`config.mk`:
```
export PLATFORM = sky130hd
export DESIGN_NAME = dfe_sslms_bdrate_flat
export DESIGN_NICKNAME = d
export VERILOG_FILES = /design/src/rtl/dfe_sslms_bdrate_if.sv /design/src/rtl/dfe_sslms_bdrate.sv /design/src/flat_wrapper.sv
export SDC_FILE = /design/constraint.sdc
export NUM_CORES = 1
export LEC_CHECK = 0
export BUFFER_PORTS_ARGS = -buffer_cell sky130_fd_sc_hd__buf_2
export CORE_AREA = 2 2 76 132
export DETAILED_ROUTE_END_ITERATION = 7
export DIE_AREA = 0 0 78 134
export MAX_ROUTING_LAYER = met4
export PLACE_DENSITY = 0.78
export SLEW_MARGIN = 5
export SYNTH_ARGS = -nofsm -noshare
export SYNTH_HDL_FRONTEND = slang
export SYNTH_SLANG_ARGS = --single-unit
export TNS_END_PERCENT = 5
```
`constraint.sdc`:
```
create_clock -name clk -period 21.2 [get_ports clk]
set_input_delay 1.06 -clock clk [delete_from_list [all_inputs] [get_ports clk]]
set_output_delay 1.06 -clock clk [all_outputs]
set_load 0.05 [all_outputs]
```
`src/rtl/dfe_sslms_bdrate_if.sv`:
```
// Sample-stream bundle between the FFE/driver side and the baud-rate DFE.
// master: producer of din words and consumer of equalized outputs.
// slave : the DFE itself.
interface dfe_sslms_bdrate_if #(
  parameter int Nti  = 1,
  parameter int Nadc = 8
);
  logic                in_valid;
  logic [Nti*Nadc-1:0] din;
  logic                out_valid;
  logic [Nti*Nadc-1:0] eq_out;
  logic [Nti-1:0]      dout;

  modport master (output in_valid, din, input out_valid, eq_out, dout);
  modport slave  (input in_valid, din, output out_valid, eq_out, dout);
endinterface

```
`src/rtl/dfe_sslms_bdrate.sv`:
```
// Baud-rate Nti-way decision-feedback equalizer with sign-sign LMS tap
// adaptation over block-averaged windows of 2**Nwin valid words.
// Slice 0 is the oldest sample of a word; decisions ripple slice-to-slice.
// Optional feature macro: DFE_EYEMON_EN adds the eye_viol counter port.
module dfe_sslms_bdrate #(
  parameter int Nadc  = 8,
  parameter int Nti   = 1,
  parameter int Ndfe  = 2,
  parameter int Ncoef = 6,
  parameter int Nwin  = 6
) (
  input  logic                  clk,
  input  logic                  rstb,
  input  logic                  bypass,
  input  logic [Nadc-2:0]       dlev,
  input  logic                  adapt_en,
  input  logic                  load_coef,
  input  logic [Ndfe*Ncoef-1:0] coef_init,
  output logic [Ndfe*Ncoef-1:0] coef,
  output logic                  adapt_busy,
`ifdef DFE_EYEMON_EN
  output logic [15:0]           eye_viol,
`endif
  dfe_sslms_bdrate_if.slave     dif
);

  localparam int SW = Nadc + Ncoef + $clog2(Ndfe) + 1;
  localparam int AW = Nwin + $clog2(Nti) + 2;
  localparam int HN = Ndfe + Nti;
  localparam int EW = Nadc + 1;

  localparam logic signed [SW-1:0]    EQ_MAX   = SW'(2**(Nadc-1) - 1);
  localparam logic signed [SW-1:0]    EQ_MIN   = ~EQ_MAX;
  localparam logic signed [Ncoef:0]   CF_MAX   = (Ncoef+1)'(2**(Ncoef-1) - 1);
  localparam logic signed [Ncoef:0]   CF_MIN   = ~CF_MAX;
  localparam logic signed [AW-1:0]    ACC_ONE  = AW'(1);
  localparam logic [Nwin-1:0]         CNT_LAST = '1;

  localparam logic [1:0] S_IDLE   = 2'd0;
  localparam logic [1:0] S_ACCUM  = 2'd1;
  localparam logic [1:0] S_UPDATE = 2'd2;

  function automatic logic signed [Nadc-1:0] sat_eq(input logic signed [SW-1:0] v);
    logic signed [SW-1:0] r;
    if (v > EQ_MAX)      r = EQ_MAX;
    else if (v < EQ_MIN) r = EQ_MIN;
    else                 r = v;
    return r[Nadc-1:0];
  endfunction

  function automatic logic signed [Ncoef-1:0] sat_coef(input logic signed [Ncoef:0] v);
    logic signed [Ncoef:0] r;
    if (v > CF_MAX)      r = CF_MAX;
    else if (v < CF_MIN) r = CF_MIN;
    else                 r = v;
    return r[Ncoef-1:0];
  endfunction

  // +1 / -1 / 0 step from the sign of a window accumulator
  function automatic logic signed [Ncoef:0] sign_step(input logic signed [AW-1:0] a);
    if (a[AW-1])      return '1;
    else if (a != '0) return (Ncoef+1)'(1);
    else              return '0;
  endfunction

  logic [1:0]                 state_q, state_d;
  logic [Nwin-1:0]            cnt_q, cnt_d;
  logic signed [AW-1:0]       acc_q [Ndfe];
  logic signed [AW-1:0]       acc_d [Ndfe];
  logic [Ndfe*Ncoef-1:0]      coef_q, coef_d;
  logic [Ndfe-1:0]            hist_q, hist_d;
  logic [Nti*Nadc-1:0]        eq_out_q, eq_out_d;
  logic [Nti-1:0]             dout_q, dout_d;
  logic                       out_valid_q, out_valid_d;

  logic [HN-1:0]              chain;
  logic [Nti*Nadc-1:0]        eq_w;
  logic [Nti-1:0]             dec_w, se_w;
  logic signed [AW-1:0]       acc_add [Ndfe];
  logic signed [Nadc-1:0]     dp_x, dp_e;
  logic signed [SW-1:0]       dp_sum;
  logic signed [Ncoef-1:0]    dp_cf;
  logic signed [EW-1:0]       dp_tgt, dp_err;
  logic                       clr;

  // Feedback subtraction, slicing, error slicing and SS-LMS correlation terms
  always_comb begin
    chain  = '0;
    eq_w   = '0;
    dec_w  = '0;
    se_w   = '0;
    dp_x   = '0;
    dp_e   = '0;
    dp_sum = '0;
    dp_cf  = '0;
    dp_tgt = '0;
    dp_err = '0;
    for (int i = 0; i < Ndfe; i++) chain[Ndfe-1-i] = hist_q[i];
    for (int j = 0; j < Nti; j++) begin
      dp_x   = dif.din[j*Nadc +: Nadc];
      dp_sum = {{(SW-Nadc){dp_x[Nadc-1]}}, dp_x};
      for (int k = 0; k < Ndfe; k++) begin
        dp_cf = coef_q[k*Ncoef +: Ncoef];
        if (chain[Ndfe+j-k-1]) dp_sum = dp_sum - {{(SW-Ncoef){dp_cf[Ncoef-1]}}, dp_cf};
        else                   dp_sum = dp_sum + {{(SW-Ncoef){dp_cf[Ncoef-1]}}, dp_cf};
      end
      dp_e                  = bypass ? dp_x : sat_eq(dp_sum);
      eq_w[j*Nadc +: Nadc]  = dp_e;
      dec_w[j]              = ~dp_e[Nadc-1];
      chain[Ndfe+j]         = dec_w[j];
      dp_tgt                = dec_w[j] ? {2'b00, dlev} : -{2'b00, dlev};
      dp_err                = {dp_e[Nadc-1], dp_e} - dp_tgt;
      se_w[j]               = ~dp_err[EW-1];
    end
    for (int k = 0; k < Ndfe; k++) begin
      acc_add[k] = '0;
      for (int j = 0; j < Nti; j++) begin
        if (se_w[j] == chain[Ndfe+j-k-1]) acc_add[k] = acc_add[k] + ACC_ONE;
        else                              acc_add[k] = acc_add[k] - ACC_ONE;
      end
    end
    for (int i = 0; i < Ndfe; i++) hist_d[i] = dif.in_valid ? chain[HN-1-i] : hist_q[i];
    eq_out_d    = dif.in_valid ? eq_w  : eq_out_q;
    dout_d      = dif.in_valid ? dec_w : dout_q;
    out_valid_d = dif.in_valid;
  end

  // Adaptation FSM, window accumulators and tap update; load_coef wins over all
  always_comb begin
    state_d = state_q;
    cnt_d   = cnt_q;
    coef_d  = coef_q;
    clr     = 1'b0;
    for (int k = 0; k < Ndfe; k++) acc_d[k] = acc_q[k];
    case (state_q)
      S_IDLE: begin
        if (adapt_en) state_d = S_ACCUM;
      end
      S_ACCUM: begin
        if (!adapt_en) begin
          state_d = S_IDLE;
          clr     = 1'b1;
        end else if (dif.in_valid) begin
          for (int k = 0; k < Ndfe; k++) acc_d[k] = acc_q[k] + acc_add[k];
          cnt_d = cnt_q + 1'b1;
          if (cnt_q == CNT_LAST) state_d = S_UPDATE;
        end
      end
      S_UPDATE: begin
        for (int k = 0; k < Ndfe; k++)
          coef_d[k*Ncoef +: Ncoef] = sat_coef({coef_q[k*Ncoef+Ncoef-1], coef_q[k*Ncoef +: Ncoef]}
                                              + sign_step(acc_q[k]));
        clr     = 1'b1;
        state_d = adapt_en ? S_ACCUM : S_IDLE;
      end
      default: begin
        state_d = S_IDLE;
        clr     = 1'b1;
      end
    endcase
    if (bypass) begin
      state_d = S_IDLE;
      clr     = 1'b1;
      coef_d  = coef_q;
    end
    if (load_coef) begin
      state_d = S_IDLE;
      clr     = 1'b1;
      coef_d  = coef_init;
    end
    if (clr) begin
      cnt_d = '0;
      for (int k = 0; k < Ndfe; k++) acc_d[k] = '0;
    end
  end

  // Output registers and decision history; frozen on cycles without a word
  always_ff @(posedge clk or negedge rstb) begin
    if (!rstb) begin
      eq_out_q    <= '0;
      dout_q      <= '0;
      out_valid_q <= 1'b0;
      hist_q      <= '0;
    end else begin
      eq_out_q    <= eq_out_d;
      dout_q      <= dout_d;
      out_valid_q <= out_valid_d;
      hist_q      <= hist_d;
    end
  end

  // Adaptation state, window counter, accumulators and taps
  always_ff @(posedge clk or negedge rstb) begin
    if (!rstb) begin
      state_q <= S_IDLE;
      cnt_q   <= '0;
      coef_q  <= '0;
      for (int k = 0; k < Ndfe; k++) acc_q[k] <= '0;
    end else begin
      state_q <= state_d;
      cnt_q   <= cnt_d;
      coef_q  <= coef_d;
      for (int k = 0; k < Ndfe; k++) acc_q[k] <= acc_d[k];
    end
  end

`ifdef DFE_EYEMON_EN
  logic [15:0]          eye_q, eye_d;
  logic signed [EW-1:0] em_ext;
  logic [EW-1:0]        em_mag;

  // Saturating count of valid samples falling inside half the data level
  always_comb begin
    eye_d  = eye_q;
    em_ext = '0;
    em_mag = '0;
    if (load_coef) begin
      eye_d = '0;
    end else if (dif.in_valid) begin
      for (int j = 0; j < Nti; j++) begin
        em_ext = {eq_w[j*Nadc+Nadc-1], eq_w[j*Nadc +: Nadc]};
        em_mag = em_ext[EW-1] ? -em_ext : em_ext;
        if ((em_mag < {3'b000, dlev[Nadc-2:1]}) && (eye_d != 16'hFFFF)) eye_d = eye_d + 16'd1;
      end
    end
  end

  // Eye violation counter register
  always_ff @(posedge clk or negedge rstb) begin
    if (!rstb) eye_q <= '0;
    else       eye_q <= eye_d;
  end

  assign eye_viol = eye_q;
`endif

  assign coef          = coef_q;
  assign adapt_busy    = (state_q == S_ACCUM) || (state_q == S_UPDATE);
  assign dif.eq_out    = eq_out_q;
  assign dif.dout      = dout_q;
  assign dif.out_valid = out_valid_q;

endmodule

```
`src/flat_wrapper.sv`:
```
// flat-port wrapper written by rule: the top's interface ports become plain ports
module dfe_sslms_bdrate_flat 
#(
  parameter int Nadc  = 8,
  parameter int Nti   = 1,
  parameter int Ndfe  = 2,
  parameter int Ncoef = 6,
  parameter int Nwin  = 6
)
  (clk, rstb, bypass, dlev, adapt_en, load_coef, coef_init, coef, adapt_busy, dif_in_valid, dif_din, dif_out_valid, dif_eq_out, dif_dout);
  dfe_sslms_bdrate_if #(.Nti(Nti), .Nadc(Nadc)) dif_i ();
  input  logic clk;
  input  logic rstb;
  input  logic bypass;
  input  logic [Nadc-2:0] dlev;
  input  logic adapt_en;
  input  logic load_coef;
  input  logic [Ndfe*Ncoef-1:0] coef_init;
  output logic [Ndfe*Ncoef-1:0] coef;
  output logic adapt_busy;
  input wire logic [$bits(dif_i.in_valid)-1:0] dif_in_valid;
  input wire logic [$bits(dif_i.din)-1:0] dif_din;
  output wire logic [$bits(dif_i.out_valid)-1:0] dif_out_valid;
  output wire logic [$bits(dif_i.eq_out)-1:0] dif_eq_out;
  output wire logic [$bits(dif_i.dout)-1:0] dif_dout;
  assign dif_i.in_valid = dif_in_valid;
  assign dif_i.din = dif_din;
  assign dif_out_valid = dif_i.out_valid;
  assign dif_eq_out = dif_i.eq_out;
  assign dif_dout = dif_i.dout;
  dfe_sslms_bdrate #(.Nadc(Nadc), .Nti(Nti), .Ndfe(Ndfe), .Ncoef(Ncoef), .Nwin(Nwin)) u_core (.clk(clk), .rstb(rstb), .bypass(bypass), .dlev(dlev), .adapt_en(adapt_en), .load_coef(load_coef), .coef_init(coef_init), .coef(coef), .adapt_busy(adapt_busy), .dif(dif_i));
endmodule
```
==> out/qor.csv <==
stage,metric,value,unit
status,run_status,"complete, no violations",
cts,clockRootBuffer,clkbuf_16,
sta,slew_headroom,0.275,
synthesis,netlist.area_leader.share,0.216,
cells_and_area,final.fill_count,795,
grt,gr-total-overflow,0,
cts,cts_tree,done,
cells_and_area,drive_gt1_frac,0.158,
routing,drt_wl_total,14600,um
routing,drcViolationCount,0,
sta,period_share,0.476,
sta,slew_viol_final,0,
synthesis,synthArstFlopShare,1.00,
floorplan,rows,47,
routing,post_drt_wl_per_cell,18.0,um
synthesis,netlist_instances,640,
cts,cts-htree-levels,2,
sta,tightest_slew,1.09,ns
sta,setup_tns,0,ns
cells_and_area,area_growth,9.66,%
cts,max-clock-path-buffers,2,
synthesis,yosysTopAreaCell,dfrtp_1,
routing,vias,4893,
sta,fmax,99.1,MHz
routing,ant_nets,0,
floorplan,io_pins,56,
synthesis,synthTopCellsByArea,"dfrtp_1 (22%), ha_1 (14%), xnor2_1 (5.9%)",
sta,finalCriticalPeriod,10.09,ns
synthesis,ys_seq_elements,47,
cts,cts_hold_buf,0,
grt,grt_pass1_vias,4940,
sta,skew,0.00463,ns
synthesis,syn_area,5460,sq um
synthesis,synthDistinctLibCells,73,
floorplan,initial_utilization,0.580,
floorplan,core,9410,sq um
synthesis,syn_nets,742,
cells_and_area,diodes,0,
setup_path,worst-setup-path-type,reg -> reg,
synthesis,synth-edff-count,0,
routing,dr.pass1.iters,4,
setup_path,critPathLaunchType,flop,
run,drv_cap,0,
grt,grt_pass1_wl,23700,um
sta,rsz0062_at_grt,false,
synthesis,synth_ff_type,dfrtp_1,
placed_design,globalplace.congestion,0.946,
setup_path,crit_required,21.42,ns
setup_path,cp_slowest_cell,xor2_1,
grt,antenna_found_initial,0,
floorplan,die_x,78,um
grt,grt_max_degree,48,
sta,finalHoldViolCount,0,
routing,drtIter0Drc,215,
synthesis,seq_area_frac_synth,0.216,
synthesis,synth_commonest_cells,"nand2_1 (71), ha_1 (63), o21ai_0 (56)",
cells_and_area,fin_nets,789,
synthesis,yosys_warnings,0,
setup_path,end_kind,flop,
cts,cts_setup_buffers,0,
setup_path,cpPeakStageDelay,0.57,ns
cts,cts-resized-gates,0,
min_path,hold_path_class,reg -> reg,
synthesis,synth_most_common_cell,nand2_1,
cts,clock_latency,0.29,ns
grt,grt_use_total,0.294,
sta,finalSetupViolCount,0,
placed_design,dp_hpwl,11600,um
synthesis,avgSynthCellArea,8.52,sq um
cts,clock_sinks,47,
cts,numCtsBuffers,5,
floorplan,dieArea,10500,sq um
cts,path_clk_slew,0.07,ns
floorplan,die_y,134,um
routing,viasPerCell,6.04,
setup_path,cp_max_fo,14,
placed_design,io_buffers,55,
setup_path,arrival,10.31,ns
-- placed cells by master (no fill, tap or decap), types with 8 or more instances in the layout --
| master | n |
|---|---|
| nor2_1 | 40 |
| xnor2_1 | 37 |
| mux2_2 | 12 |
| a21o_1 | 26 |
| inv_1 | 35 |
| a21oi_1 | 35 |
| xor2_1 | 20 |
| o211ai_1 | 8 |
| ha_1 | 63 |
| nor2b_1 | 13 |
| dfrtp_1 | 47 |
| nor3_1 | 16 |
| nand3_1 | 8 |
| buf_2 | 55 |
| nand2b_1 | 11 |
| mux2i_1 | 14 |
| o21ai_0 | 56 |
| nand2_1 | 71 |
-- cell type report --
cell class                      count  area (sq um)  share of cell area
Clock buffer                        6           139              0.0232
Clock inverter                      2          35.0             0.00586
Timing Repair Buffer               56           283              0.0473
Tap cell                          122           153              0.0255
Multi-Input combinational cell    541          4060               0.679
Inverter                           36           138              0.0230
Sequential cell                    47          1180               0.197
-- cell families (layout without fill, tap and decap cells) --
family                     Yosys count  in the layout  share of synthesized area
AOI/OAI and AO/OA                  189            189                      0.237
buffers and inverters               52            100                     0.0404
and+or+nand+nor                    193            193                      0.172
adders and majority gates           70             70                      0.168
xor gates and xnor gates            62             62                      0.114
muxes                               27             27                     0.0525
DFF                                 47             47                      0.216
-- worst max-delay path: cells and delay by family (launching register included) --
family	cells	cell delay, ns
AOI/OAI and AO/OA	22	4.74
adders and majority gates	5	1.65
xor gates and xnor gates	4	1.55
and+or+nand+nor	5	1.21
DFF	1	0.49
buffers and inverters	2	0.24
muxes	1	0.11
-- sequential cells by signal, indices dropped and copies added, names as in the netlist --
name,count
u_core.state_q,2
u_core.dif.out_valid,1
u_core.cnt_q,6
u_core.hist_q,2
u_core.coef,12
u_core.acc_q,16
u_core.dif.eq_out,8
-- path summary, 6_finish.rpt --
check / from / endpoint / slack (ns) / cells past startpoint
max: u_core.coef[1]$_DFFE_PN0P_ / u_core.acc_q[7]$_DFFE_PN0P_ / 11.11 / 39
max in group asynchronous: rstb / u_core.dif.eq_out[4]$_DFFE_PN0P_ / 19.56 / 1
max reg2reg: u_core.coef[1]$_DFFE_PN0P_ / u_core.acc_q[7]$_DFFE_PN0P_ / 11.11 / 39
min: u_core.dif.eq_out[6]$_DFFE_PN0P_ / u_core.dif.eq_out[6]$_DFFE_PN0P_ / 0.50 / 1
min reg2reg: u_core.dif.eq_out[6]$_DFFE_PN0P_ / u_core.dif.eq_out[6]$_DFFE_PN0P_ / 0.50 / 1
min in group asynchronous: rstb / u_core.acc_q[3]$_DFFE_PN0P_ / 0.97 / 1
-- stage by stage --
stage / util / instances / instance area (sq um) / setup slack, ns / hold slack [ns]
6_report: 0.636 / 810 / 5980 / 11.11 / 0.503
5_1_grt: 0.636 / 810 / 5980 / 10.31 / 0.535
4_1_cts: 0.636 / 810 / 5980 / 11.17 / 0.506
3_5_place_dp: 0.617 / 802 / 5810 / 11.25 / 0.491
3_3_place_gp: 0.617 / 802 / 5810 / 11.45 / 0.488
2_1_floorplan: - / 640 / 5460 / 12.10 / 0.478
-- per-layer routing --
layer,up-vias,track usage,share of wire
met4,0,0.176,0.057
met5,-,-,0
met2,119,0.535,0.55
li1,2393,-,-
met3,61,0.0289,0.028
met1,2320,0.298,0.37
Power is not shown: default switching activity piles up to over one toggle a cycle in this logic, so the estimate is an artifact.
